### config.mk
export PLATFORM = sky130hd
export DESIGN_NAME = uart_rx_flat
export DESIGN_NICKNAME = d
export VERILOG_FILES = /design/src/rtl/uart_rx_if.sv /design/src/rtl/uart_rx.sv /design/src/flat_wrapper.sv
export SDC_FILE = /design/constraint.sdc
export NUM_CORES = 1
export LEC_CHECK = 0
export CAP_MARGIN = 0
export CORE_MARGIN = 4
export CORE_UTILIZATION = 40
export CTS_BUF_LIST = sky130_fd_sc_hd__clkbuf_8
export CTS_CLUSTER_SIZE = 40
export DETAILED_ROUTE_END_ITERATION = 7
export PLACE_DENSITY = 0.63
export SYNTH_ARGS = -nofsm -noshare
export SYNTH_HDL_FRONTEND = slang
export SYNTH_SLANG_ARGS = --single-unit
### constraint.sdc
create_clock -name clk_40k -period 2 [get_ports clk_40k]
set_input_delay 0.5 -clock clk_40k [delete_from_list [all_inputs] [get_ports clk_40k]]
set_output_delay 0.5 -clock clk_40k [all_outputs]
set_load 0.02 [all_outputs]
### src/rtl/uart_rx_if.sv
// Receiver-side bus of uart_rx: serial line in, recovered byte with valid/error strobes and busy out.
// master is the receiver itself, slave is the consumer that drives the line and reads the byte.
interface uart_rx_if;
  logic       rx_in;
  logic [7:0] dout;
  logic       dout_valid;
  logic       frame_err;
  logic       busy;

  modport master (
    input  rx_in,
    output dout,
    output dout_valid,
    output frame_err,
    output busy
  );

  modport slave (
    output rx_in,
    input  dout,
    input  dout_valid,
    input  frame_err,
    input  busy
  );
endinterface

### src/rtl/uart_rx.sv
// 8N1 UART receiver, mid-bit sampling, byte out 382 cycles after the first low sample, no backpressure (strobes only).
// Define UART_RX_MAJORITY_EN to take every sample as the 2-of-3 majority of the synchronized line history.
module uart_rx #(
  parameter int CLK_FREQ = 40000,
  parameter int UART_BPS = 1000
) (
  input logic      clk_40k,
  input logic      rst,
  uart_rx_if.master bus
);

  localparam int BIT_CNT  = CLK_FREQ / UART_BPS;
  localparam int HALF_CNT = BIT_CNT / 2;
  localparam int CNT_W    = $clog2(BIT_CNT);
  localparam logic [CNT_W-1:0] BIT_LAST  = CNT_W'(BIT_CNT - 1);
  localparam logic [CNT_W-1:0] HALF_LAST = CNT_W'(HALF_CNT - 1);

  typedef enum logic [1:0] {IDLE, START, DATA, STOP} state_t;

  state_t           state, state_nxt;
  logic [CNT_W-1:0] cnt, cnt_nxt;
  logic [2:0]       idx, idx_nxt;
  logic [7:0]       shreg, shreg_nxt;
  logic [7:0]       dout_q, dout_nxt;
  logic             valid_q, valid_nxt;
  logic             ferr_q, ferr_nxt;
  logic             armed, armed_nxt;
  logic             rx_s1, rx_s2;
  logic             sample;

`ifdef UART_RX_MAJORITY_EN
  // Window is the current rx_s2 plus its two previous values, so sample edges match the plain build.
  logic [1:0] rx_hist_q;
  logic [2:0] rx_hist;
  assign rx_hist = {rx_hist_q, rx_s2};
  assign sample  = (rx_hist[0] & rx_hist[1]) | (rx_hist[0] & rx_hist[2]) | (rx_hist[1] & rx_hist[2]);

  always_ff @(posedge clk_40k) begin
    if (rst) rx_hist_q <= 2'b11;
    else     rx_hist_q <= rx_hist[1:0];
  end
`else
  assign sample = rx_s2;
`endif

  always_ff @(posedge clk_40k) begin
    if (rst) begin
      rx_s1   <= 1'b1;
      rx_s2   <= 1'b1;
      state   <= IDLE;
      cnt     <= '0;
      idx     <= '0;
      shreg   <= '0;
      dout_q  <= '0;
      valid_q <= 1'b0;
      ferr_q  <= 1'b0;
      armed   <= 1'b0;
    end else begin
      rx_s1   <= bus.rx_in;
      rx_s2   <= rx_s1;
      state   <= state_nxt;
      cnt     <= cnt_nxt;
      idx     <= idx_nxt;
      shreg   <= shreg_nxt;
      dout_q  <= dout_nxt;
      valid_q <= valid_nxt;
      ferr_q  <= ferr_nxt;
      armed   <= armed_nxt;
    end
  end

  always_comb begin
    state_nxt = state;
    cnt_nxt   = cnt;
    idx_nxt   = idx;
    shreg_nxt = shreg;
    dout_nxt  = dout_q;
    valid_nxt = 1'b0;
    ferr_nxt  = 1'b0;
    armed_nxt = armed;
    case (state)
      IDLE: begin
        // armed keeps a line stuck low (after a framing error or reset) from looking like a start bit
        if (rx_s2) armed_nxt = 1'b1;
        if (armed && !rx_s2) begin
          state_nxt = START;
          cnt_nxt   = '0;
        end
      end
      START: begin
        if (cnt == HALF_LAST) begin
          cnt_nxt   = '0;
          idx_nxt   = '0;
          state_nxt = sample ? IDLE : DATA;
        end else begin
          cnt_nxt = cnt + 1'b1;
        end
      end
      DATA: begin
        if (cnt == BIT_LAST) begin
          shreg_nxt = {sample, shreg[7:1]};
          cnt_nxt   = '0;
          if (idx == 3'd7) state_nxt = STOP;
          else             idx_nxt   = idx + 3'd1;
        end else begin
          cnt_nxt = cnt + 1'b1;
        end
      end
      STOP: begin
        if (cnt == BIT_LAST) begin
          cnt_nxt   = '0;
          state_nxt = IDLE;
          if (sample) begin
            dout_nxt  = shreg;
            valid_nxt = 1'b1;
          end else begin
            ferr_nxt  = 1'b1;
            armed_nxt = 1'b0;
          end
        end else begin
          cnt_nxt = cnt + 1'b1;
        end
      end
      default: state_nxt = IDLE;
    endcase
  end

  assign bus.dout       = dout_q;
  assign bus.dout_valid = valid_q;
  assign bus.frame_err  = ferr_q;
  assign bus.busy       = (state != IDLE);

endmodule

### src/flat_wrapper.sv
// flat-port wrapper written by rule: the top's interface ports become plain ports
module uart_rx_flat 
#(
  parameter int CLK_FREQ = 40000,
  parameter int UART_BPS = 1000
)
  (clk_40k, rst, bus_rx_in, bus_dout, bus_dout_valid, bus_frame_err, bus_busy);
  uart_rx_if bus_i ();
  input logic clk_40k;
  input logic rst;
  input wire logic [$bits(bus_i.rx_in)-1:0] bus_rx_in;
  output wire logic [$bits(bus_i.dout)-1:0] bus_dout;
  output wire logic [$bits(bus_i.dout_valid)-1:0] bus_dout_valid;
  output wire logic [$bits(bus_i.frame_err)-1:0] bus_frame_err;
  output wire logic [$bits(bus_i.busy)-1:0] bus_busy;
  assign bus_i.rx_in = bus_rx_in;
  assign bus_dout = bus_i.dout;
  assign bus_dout_valid = bus_i.dout_valid;
  assign bus_frame_err = bus_i.frame_err;
  assign bus_busy = bus_i.busy;
  uart_rx #(.CLK_FREQ(CLK_FREQ), .UART_BPS(UART_BPS)) u_core (.clk_40k(clk_40k), .rst(rst), .bus(bus_i));
endmodule
==> flow_metrics.py <==
metrics = {
    "sta": {
        "setup_viol": 0,
        "worstMarginPinSlew_ns": 0.4936,
        "hold_violations": 0,
        "final.setup.tns_ns": 0,
        "clock_skew_ns": 0.008885,
        "fin_crit_sh_pct": 95.45,
        "max_freq_ghz": 0.5238,
        "maxSlewViolCount": 0,
        "max_slew_margin_pct": 67.09,
        "period_minus_slack_ns": 1.909,
        "holdWs_ns": 0.4133,
        "rsz0062_at_grt": "false",
    },
    "floorplanning": {
        "start_util_pct": 41.36,
        "pin_count": 14,
        "dieWidth_um": 66.74,
        "rows": 21,
        "dieArea_sq_um": 4454,
        "core_area_sq_um": 3337,
        "die_y_um": 66.74,
    },
    "setup_path": {
        "start_kind": "register",
        "cp_max_fo": 4,
        "cp_data_arrival_time_ns": 2.13,
        "crit_type": "register to register",
        "required_ns": 2.22,
        "setup.worst_path.end_class": "register",
    },
    "yosys": {
        "synth.top_cell.area_share_pct": 46.42,
        "synth_largest_area_cell": "dfxtp_1",
        "syn_area_per_cell_sq_um": 9.140,
        "async_reset_ff_share_pct": 0,
        "synth_warnings": 0,
        "yosysSeqAreaShare_pct": 46.42,
        "synthTopCellsByArea": "dfxtp_1 (46%), mux2i_1 (12%), nor2_1 (6.0%)",
        "synth_cells": 151,
        "synth-seq-cells": 32,
        "synth_ff_type": "dfxtp_1",
        "synth_edf_count": 0,
        "synthesis.area_sq_um": 1380,
        "synth_nets": 158,
        "synth_cell_types": 33,
    },
    "power": {
        "clockPowerShare_pct": 42.1,
        "ir_drop_uv": 430.1,
        "p_switching_uw": 275.6,
        "power.leakage_uw": 0.0006670,
        "p_int_uw": 902.5,
        "pwr-share-seq_pct": 55.0,
        "p_sw_share_pct": 23.39,
        "p_total_uw": 1178,
        "pwr-share-comb_pct": 2.9,
        "powerDensity_nw_per_um2": 703.2,
    },
    "routing": {
        "drc": 0,
        "vias": 1119,
        "drt-total-wl_um": 2710,
        "drt-initial-drc-count": 42,
        "post_drt_wl_per_cell_um": 12.49,
        "first_pass_iters": 4,
        "ant_nets": 0,
        "viasPerCell": 5.157,
    },
    "outcome": {
        "outcome": "complete, no violations",
    },
    "finish": {
        "multiInputGateArea_sq_um": 685.7,
        "syn2layout_area_growth_pct": 21.40,
        "fin_nets": 177,
        "n_antenna_cell": 0,
        "final_cell_mix": "dfxtp_1 (30), nor2_1 (22), mux2i_1 (16)",
        "drive_gt1_share_pct": 14.04,
        "seq_area_sq_um": 643.1,
        "final_common_cell": "dfxtp_1",
        "utilization_pct": 50.21,
        "fillers": 337,
    },
    "cts": {
        "cts_root_buf": "clkbuf_8",
        "path_clk_slew_ns": 0.07,
        "cts_inserted_buffers": 5,
        "cts_tree": "done",
        "post_cts_buffers": 0,
        "clkSinkCount": 32,
        "cts_buffer_depth": 2,
        "h-tree-depth": 2,
        "clkLatencyLatePin_ns": 0.29,
    },
    "hold_path": {
        "worstHoldPathType": "register to register",
    },
    "grt": {
        "grt-ovfl-total": 0,
        "grt_use_total_pct": 13.93,
        "grt_pass1_vias": 1046,
        "antenna_found_initial": 0,
        "grt_pass1_wl_um": 4657,
        "grt_max_degree": 18,
    },
    "placed_design": {
        "port_buffers": 13,
        "place.gp.congestion": 0.8182,
        "place_hpwl_um": 1895,
    },
    "job": {
        "maxCapViolCount": 0,
    },
}
==> synth_stat cells (2+ instances only) <==
cell type	instances
buf_4	3
nand4_1	6
dfxtp_1	32
clkbuf_1	4
inv_1	3
ha_1	4
a21oi_1	13
nand2_1	8
nand3_1	6
and2_1	2
nor2_1	22
nor3_1	5
o21ai_0	3
mux2i_1	16
o22ai_1	4
or2_2	2
nor2b_1	2
==> routing by layer <==
layer / track usage, % / vias up / routed length [um]
met2: 21.91 / 23 / 1296
met5: 0 / - / 0
li1: - / 574 / -
met3: 5.228 / 3 / 114
met1: 17.03 / 519 / 1275
met4: 5.584 / 0 / 24
==> cell type report <==
| class | count | share of cell area, % |
|---|---|---|
| clock inverter | 3 | 1.419 |
| multi-input combinational | 108 | 40.93 |
| tap | 46 | 3.435 |
| inverter | 3 | 0.6721 |
| sequential | 32 | 38.39 |
| clock buffer | 5 | 4.108 |
| timing repair buffer | 20 | 11.05 |
==> logic make-up (layout without fill, tap and decap cells) <==
kind of cell	after synthesis	after routing	synth area share (%)
adders and majority gates	4	4	3.627
DFF	32	32	46.42
AOI/OAI and AO/OA	23	23	9.157
muxes	16	16	11.60
buffers and inverters	11	31	3.898
and+or+nand+nor	65	65	25.30
==> state kept, by name, indices dropped and copies added (netlist names), 3 cells and up, named ones only <==
signal	count
u_core.shreg	8
u_core.bus.dout	8
u_core.idx	3
u_core.cnt	6
==> power by group through the flow <==
stage | Combinational (uW) | Sequential, uW | Clock [uW]
floorplan | 22.3 | 660 | 0
global placement | 33.5 | 662 | 0
detailed placement | 34.4 | 662 | 0
CTS | 34.4 | 647 | 520
global route | 37.5 | 648 | 542
finish | 33.9 | 648 | 496
==> worst max-delay path: stages (launching register included) <==
cell and delay [ns]:
dfxtp_1 0.33, ha_1 0.20, ha_1 0.23, or4_4 0.54, or4_1 0.40, a21oi_1 0.14
==> final timing paths <==
path | start | to | slack, ns | cells past startpoint
setup / recovery | u_core.idx[0] | u_core.idx[0] | 0.09 | 5
hold / removal | u_core.rx_s1 | u_core.rx_s2 | 0.41 | 1
setup reg to reg | u_core.idx[0] | u_core.idx[0] | 0.09 | 5
hold reg to reg | u_core.rx_s1 | u_core.rx_s2 | 0.41 | 1
==> per-stage QoR <==
stage / cell area, sq um / setup slack, ns / instances
after global placement: 1578 / 0.1645 / 209
after CTS: 1673 / 0.02226 / 217
after detailed placement: 1578 / 0.1037 / 209
final: 1675 / 0.09090 / 217
after floorplan: 1380 / 0.2017 / 151
after global routing: 1675 / 0.03275 / 217
==> what timing repair did <==
item | 4_1_cts | 5_1_grt
hold buffers | 0 | 0
setup endpoints to repair | 1 | 1
resized for setup | 2 | 1
(Power assumes the default switching activity.)
